`config.mk`:
```
export PLATFORM = sky130hd
export DESIGN_NAME = instr_sequencer
export DESIGN_NICKNAME = d
export VERILOG_FILES = /design/src/rtl/cpu_pkg.sv /design/src/rtl/instr_decode.sv /design/src/rtl/instr_sequencer.sv
export SDC_FILE = /design/constraint.sdc
export NUM_CORES = 1
export LEC_CHECK = 0
export CORE_AREA = 2 2 62 64
export DETAILED_ROUTE_END_ITERATION = 8
export DIE_AREA = 0 0 64 66
export PLACE_DENSITY = 0.81
export SKIP_LAST_GASP = 1
export SYNTH_ARGS = -nofsm -noshare
export SYNTH_HDL_FRONTEND = slang
export SYNTH_SLANG_ARGS = --single-unit
```
`constraint.sdc`:
```
create_clock -name clk -period 2 [get_ports clk]
set_input_delay 0.4 -clock clk [delete_from_list [all_inputs] [get_ports clk]]
set_output_delay 0.4 -clock clk [all_outputs]
set_load 0.01 [all_outputs]
```
`src/rtl/cpu_pkg.sv`:
```
// Shared definitions for the 4-bit accumulator CPU: opcodes, control-word bit
// positions and the sequencer state encoding.
package cpu_pkg;

    localparam logic [3:0] OP_NOP  = 4'b0000;
    localparam logic [3:0] OP_ADD  = 4'b0001;
    localparam logic [3:0] OP_SUB  = 4'b0010;
    localparam logic [3:0] OP_XCHG = 4'b0011;
    localparam logic [3:0] OP_MOV  = 4'b0111;
    localparam logic [3:0] OP_HLT  = 4'b1110;
    localparam logic [3:0] OP_OUT  = 4'b1111;

    // Control word bit positions, LSB first
    localparam int CB_CP    = 0;
    localparam int CB_EP    = 1;
    localparam int CB_LMP   = 2;
    localparam int CB_LMI   = 3;
    localparam int CB_CEI   = 4;
    localparam int CB_CEA   = 5;
    localparam int CB_LI    = 6;
    localparam int CB_EI    = 7;
    localparam int CB_LARAM = 8;
    localparam int CB_LAB   = 9;
    localparam int CB_EATMP = 10;
    localparam int CB_SU    = 11;
    localparam int CB_EU    = 12;
    localparam int CB_LBTMP = 13;
    localparam int CB_EBA   = 14;
    localparam int CB_LO    = 15;
    localparam int CB_LTMPA = 16;
    localparam int CB_ETMPB = 17;

    // T1..T6 are numbered so the one-hot T-state bit is (state - 1)
    typedef enum logic [3:0] {
        IDLE = 4'd0,
        T1   = 4'd1,
        T2   = 4'd2,
        T3   = 4'd3,
        T4   = 4'd4,
        T5   = 4'd5,
        T6   = 4'd6,
        WAIT = 4'd7,
        HALT = 4'd8
    } state_t;

    function automatic logic opcode_legal(input logic [3:0] op);
        case (op)
            OP_NOP, OP_ADD, OP_SUB, OP_XCHG, OP_MOV, OP_HLT, OP_OUT: opcode_legal = 1'b1;
            default:                                                  opcode_legal = 1'b0;
        endcase
    endfunction

endpackage

```
`src/rtl/instr_decode.sv`:
```
// Combinational control-word decoder: (state, opcode) -> control word.
// Fetch states ignore the opcode; undefined opcodes decode as NOP.
module instr_decode
    import cpu_pkg::*;
#(
    parameter int OPW   = 4,
    parameter int CTRLW = 18
) (
    input  state_t           state,
    input  logic [OPW-1:0]   opcode,
    output logic [CTRLW-1:0] ctrl_word
);

    always_comb begin
        ctrl_word = '0;
        case (state)
            T1: begin
                ctrl_word[CB_EP]  = 1'b1;
                ctrl_word[CB_LMP] = 1'b1;
            end
            T2: ctrl_word[CB_CP] = 1'b1;
            T3: begin
                ctrl_word[CB_CEI] = 1'b1;
                ctrl_word[CB_LI]  = 1'b1;
            end
            T4: begin
                case (opcode)
                    OP_MOV: begin
                        ctrl_word[CB_LMI] = 1'b1;
                        ctrl_word[CB_EI]  = 1'b1;
                    end
                    OP_XCHG: begin
                        ctrl_word[CB_EATMP] = 1'b1;
                        ctrl_word[CB_LTMPA] = 1'b1;
                    end
                    OP_ADD: ctrl_word[CB_EBA] = 1'b1;
                    OP_SUB: begin
                        ctrl_word[CB_EBA] = 1'b1;
                        ctrl_word[CB_SU]  = 1'b1;
                    end
                    OP_OUT:  ctrl_word[CB_LO] = 1'b1;
                    default: ctrl_word = '0;
                endcase
            end
            T5: begin
                case (opcode)
                    OP_MOV: begin
                        ctrl_word[CB_CEA]   = 1'b1;
                        ctrl_word[CB_LARAM] = 1'b1;
                    end
                    OP_XCHG: begin
                        ctrl_word[CB_LAB] = 1'b1;
                        ctrl_word[CB_EBA] = 1'b1;
                    end
                    OP_ADD: ctrl_word[CB_EU] = 1'b1;
                    OP_SUB: begin
                        ctrl_word[CB_SU] = 1'b1;
                        ctrl_word[CB_EU] = 1'b1;
                    end
                    default: ctrl_word = '0;
                endcase
            end
            T6: begin
                if (opcode == OP_XCHG) begin
                    ctrl_word[CB_LBTMP] = 1'b1;
                    ctrl_word[CB_ETMPB] = 1'b1;
                end
            end
            default: ctrl_word = '0;
        endcase
    end

endmodule

```
`src/rtl/instr_sequencer.sv`:
```
// Fetch/execute sequencer for the accumulator CPU: run/single-step control,
// halt, illegal-opcode flag, retired-instruction counter and registered control word.
module instr_sequencer
    import cpu_pkg::*;
#(
    parameter int OPW   = 4,
    parameter int CTRLW = 18,
    parameter int CNTW  = 8
) (
    input  logic             clk,
    input  logic             reset,
    input  logic             run,
    input  logic             step,
    input  logic [OPW-1:0]   ir_opcode,
    output logic [CTRLW-1:0] ctrl_word,
    output logic [5:0]       t_state,
    output logic             instr_done,
    output logic             halted,
    output logic             illegal_op,
    output logic [CNTW-1:0]  instr_count
);

    state_t           state_reg, state_next;
    logic [OPW-1:0]   op_q_reg;
    logic [OPW-1:0]   dec_opcode;
    logic             step_prev_reg;
    logic             step_rise;
    logic [CTRLW-1:0] ctrl_reg, ctrl_next;
    logic [5:0]       t_state_reg, t_state_next;
    logic             done_reg;
    logic             halted_reg;
    logic             illegal_reg;
    logic [CNTW-1:0]  count_reg;
    logic             retire;

    assign step_rise = step & ~step_prev_reg;

    always_comb begin
        state_next = state_reg;
        case (state_reg)
            IDLE, WAIT: if (run || step_rise) state_next = T1;
            T1:         state_next = T2;
            T2:         state_next = T3;
            T3:         state_next = (ir_opcode == OP_HLT) ? HALT : T4;
            T4:         state_next = T5;
            T5:         state_next = T6;
            T6:         state_next = run ? T1 : WAIT;
            HALT:       state_next = HALT;
            default:    state_next = IDLE;
        endcase
    end

    // HLT retires on its way into HALT since it never reaches T6
    assign retire = (state_reg == T6) || ((state_reg == T3) && (state_next == HALT));

    // T4 decodes the live IR; T5/T6 use the copy latched on entry to T4
    assign dec_opcode = (state_reg == T3) ? ir_opcode : op_q_reg;

    instr_decode #(
        .OPW   (OPW),
        .CTRLW (CTRLW)
    ) u_decode (
        .state     (state_next),
        .opcode    (dec_opcode),
        .ctrl_word (ctrl_next)
    );

    genvar gi;
    generate
        for (gi = 0; gi < 6; gi++) begin : g_tstate
            assign t_state_next[gi] = (state_next == state_t'(4'(gi + 1)));
        end
    endgenerate

    always_ff @(posedge clk) begin
        if (reset) begin
            state_reg     <= IDLE;
            op_q_reg      <= '0;
            step_prev_reg <= 1'b0;
            ctrl_reg      <= '0;
            t_state_reg   <= '0;
            done_reg      <= 1'b0;
            halted_reg    <= 1'b0;
            illegal_reg   <= 1'b0;
            count_reg     <= '0;
        end else begin
            state_reg     <= state_next;
            step_prev_reg <= step;
            ctrl_reg      <= ctrl_next;
            t_state_reg   <= t_state_next;
            done_reg      <= (state_reg == T6);
            halted_reg    <= (state_next == HALT);
            if (state_reg == T3) begin
                op_q_reg <= ir_opcode;
            end
            if ((state_reg == T3) && (state_next == T4) && !opcode_legal(ir_opcode)) begin
                illegal_reg <= 1'b1;
            end
            if (retire) begin
                count_reg <= count_reg + 1'b1;
            end
        end
    end

    assign ctrl_word   = ctrl_reg;
    assign t_state     = t_state_reg;
    assign instr_done  = done_reg;
    assign halted      = halted_reg;
    assign illegal_op  = illegal_reg;
    assign instr_count = count_reg;

endmodule

```
==> metrics.txt <==
status finished, final reports clean; Core ar. ~0.0036 mm²; Core Rows 22; Crit. End Element flop; Peak Freq 542 MHz; Post-CTS Setup Bufs 0; largest area contributor in the netlist dfxtp_1; fin. max-slew vios 0; worst skew pair latency 0.34 ns; net switching power 0.367 mW; Final nets 232; GR Util All Layers 0.165; Min-Delay Endpoint op_q_reg[3]; antenna violations before repair 0; number of global-route vias before repair ~1200; CTS Buf Count 5; largest net degree at the start of global routing 15; H-Tree Depth 2; Worst Hold Slack 0.484 ns; GPL Wtd Cong 0.849; Worst-Margin Slew 0.670 ns; Starting Density 0.465; die area 0.00422 mm²; Setup violations, final 0; root buf cell clkbuf_4; RSZ-0062 raised after global routing no; top sig layer met4; synth top area cells dfxtp_1 45%, nor3_1 4.5%, buf_4 3.6%; Vias/cell just over 5; fin crit share 0.923; IO Pins 43; Hold Crit Class reg -> reg; number of buffers added on ports 42; Mapped Area 0.00165 mm²; worst-path fanout max 14; skew final 0.00427 ns; final wirelength approximately 3300 µm; Comb power frac 0.129; Critical Path AT between 2 and 2.5 ns; clock buffer depth 2; count leader, synth dfxtp_1; met1 wire length 1540 µm; Ys Warns 0; critical path type in -> reg; Internal Pwr Total 1.24 mW; CTS tree built; critical path launch point type primary input; wire length on met2 1560 µm; Clk pin slew, worst setup/hold paths 0.11 ns; drt drc 0; max incr delay on CP 0.55 ns; hold path depth 2; switching portion of total power 0.228; Max Cap Viol 0; FF-to-FF setup slack 0.22 ns; antenna cell count 0; Synth cell types 46; Clock power frac 0.390; min-delay src op_q_reg[3]; Die Ht 66 µm; 1st-pass router iterations 4; most frequent cells after synthesis 37 x dfxtp_1, 15 x nor3_1, 12 x nand2_1; total grt overflow 0; Vias 1385; Leakage 0.820 nW; Die W 64 µm; crit path buf inv count 1; area grow syn2layout 35.0%; r2r startpoint state_reg[0]; post-synthesis area per instance 9.38 µm²; Top FF cell, synth dfxtp_1; post-route ant nets 0; Slowest cell on crit path a21oi_2; post-CTS sizing 0; layout cells sized above 1 0.129; met3 routed WL roughly 160 µm; Syn Inst Count about 180; R2R cell count 4; Worst VDD drop 0.389 mV; setup TNS 0 ns; Tmin final 1.85 ns; worst reg2reg path endpoint instr_count[4]; sequential share of power 0.481; Syn Nets 185; crit-path cells clkdlybuf4s50_1, and4b_4, a21oi_2, nor4b_4, mux2_1; Synth top area share 0.449; max reg flops 14; slew margin rel. 0.554; global-route wire length before repair approximately 5500 µm; post-synthesis sequential area ratio 0.449; Detailed Route Iter0 Violations 63; CTS Hold Buffers Added 0; clk sink count 37; Final Hold Fails 0; Routed wire per std cell 12.1 µm; worst path required time approximately 2.2 ns; PwrDens between 700 and 800 mW/mm²; dpl hpwl about 2400 µm; asr flop ratio synth 0; CP top delay family compound AO/OA/AOI/OAI gates; Post-synth EDFFs 0; Yosys reg bits 37
==> logic make-up (layout without fill, tap and decap cells) <==
group | after synthesis | count (layout) | share of synthesized area
compound gates | 34 | 34 | 0.136
simple gates | 76 | 76 | 0.287
flops | 37 | 37 | 0.449
fa+ha+maj | 1 | 1 | 0.00758
mux | 5 | 5 | 0.0341
xor+xnor | 2 | 2 | 0.0106
buf+inv | 21 | 69 | 0.0758
==> layer usage <==
metal  track usage  vias to the layer above
met5             0                        -
li1              -                      721
met1         0.200                      622
met4        0.0734                        0
met2         0.277                       38
met3        0.0392                        4
==> power groups by stage <==
| stage | Combinational (mW) | Sequential, mW | Clock [mW] |
|---|---|---|---|
| 2_1_floorplan | 0.133 | 0.790 | 0 |
| 3_3_place_gp | 0.205 | 0.792 | 0 |
| 3_5_place_dp | 0.208 | 0.792 | 0 |
| 4_1_cts | 0.209 | 0.775 | 0.639 |
| 5_1_grt | 0.226 | 0.780 | 0.694 |
| 6_report | 0.208 | 0.775 | 0.628 |
==> layout by cell type, fill, tap and decap left out, drive strengths merged, types with 5 or more instances in the layout <==
master         synthesis  layout
nor2b                  8       8
nor2                  11      11
clkdlybuf4s50          0      42
or4                    5       5
o21ai                  5       5
a21oi                 12      12
clkbuf                 4       5
dfxtp                 37      37
nand2                 12      12
nor3                  15      15
buf                   11      13
o31ai                  5       5
inv                    6       6
==> cell type report <==
type                       instances  area (µm²)
sequential                        37         741
timing repair buffer              55         518
fill                             312        1320
clock buffer                       5        37.5
clock inverter                     3        65.1
tap                               48        60.1
multi-input combinational        118         785
inverter                           6        22.5
==> tightest hold or removal path, stage by stage (launching register included) <==
cell	delay (ns)
dfxtp_1	0.34
nand2_1	0.06
a21oi_1	0.05
==> stage by stage <==
stage / util / cells / setup WS, ns / instance area, µm² / total power, mW
after floorplan: - / 176 / 0.359 / 1650 / 0.922
after global placement: 0.599 / 264 / -0.163 / 2130 / 0.997
after detailed placement: 0.599 / 264 / -0.209 / 2130 / 1.00
after CTS: 0.628 / 272 / 0.156 / 2230 / 1.62
after global routing: 0.628 / 272 / 0.0709 / 2230 / 1.70
final: 0.628 / 272 / 0.153 / 2230 / 1.61
==> worst max-delay path by stage <==
stage / endpoint / start / cells past startpoint
6_report: instr_count[7] / ir_opcode[0] / 5
3_5_place_dp: instr_count[7] / ir_opcode[0] / 5
3_3_place_gp: instr_count[6] / ir_opcode[0] / 5
2_1_floorplan: instr_count[6] / ir_opcode[0] / 5
5_1_grt: instr_count[6] / ir_opcode[0] / 5
4_1_cts: instr_count[7] / ir_opcode[0] / 5
(Power assumes the default switching activity.)
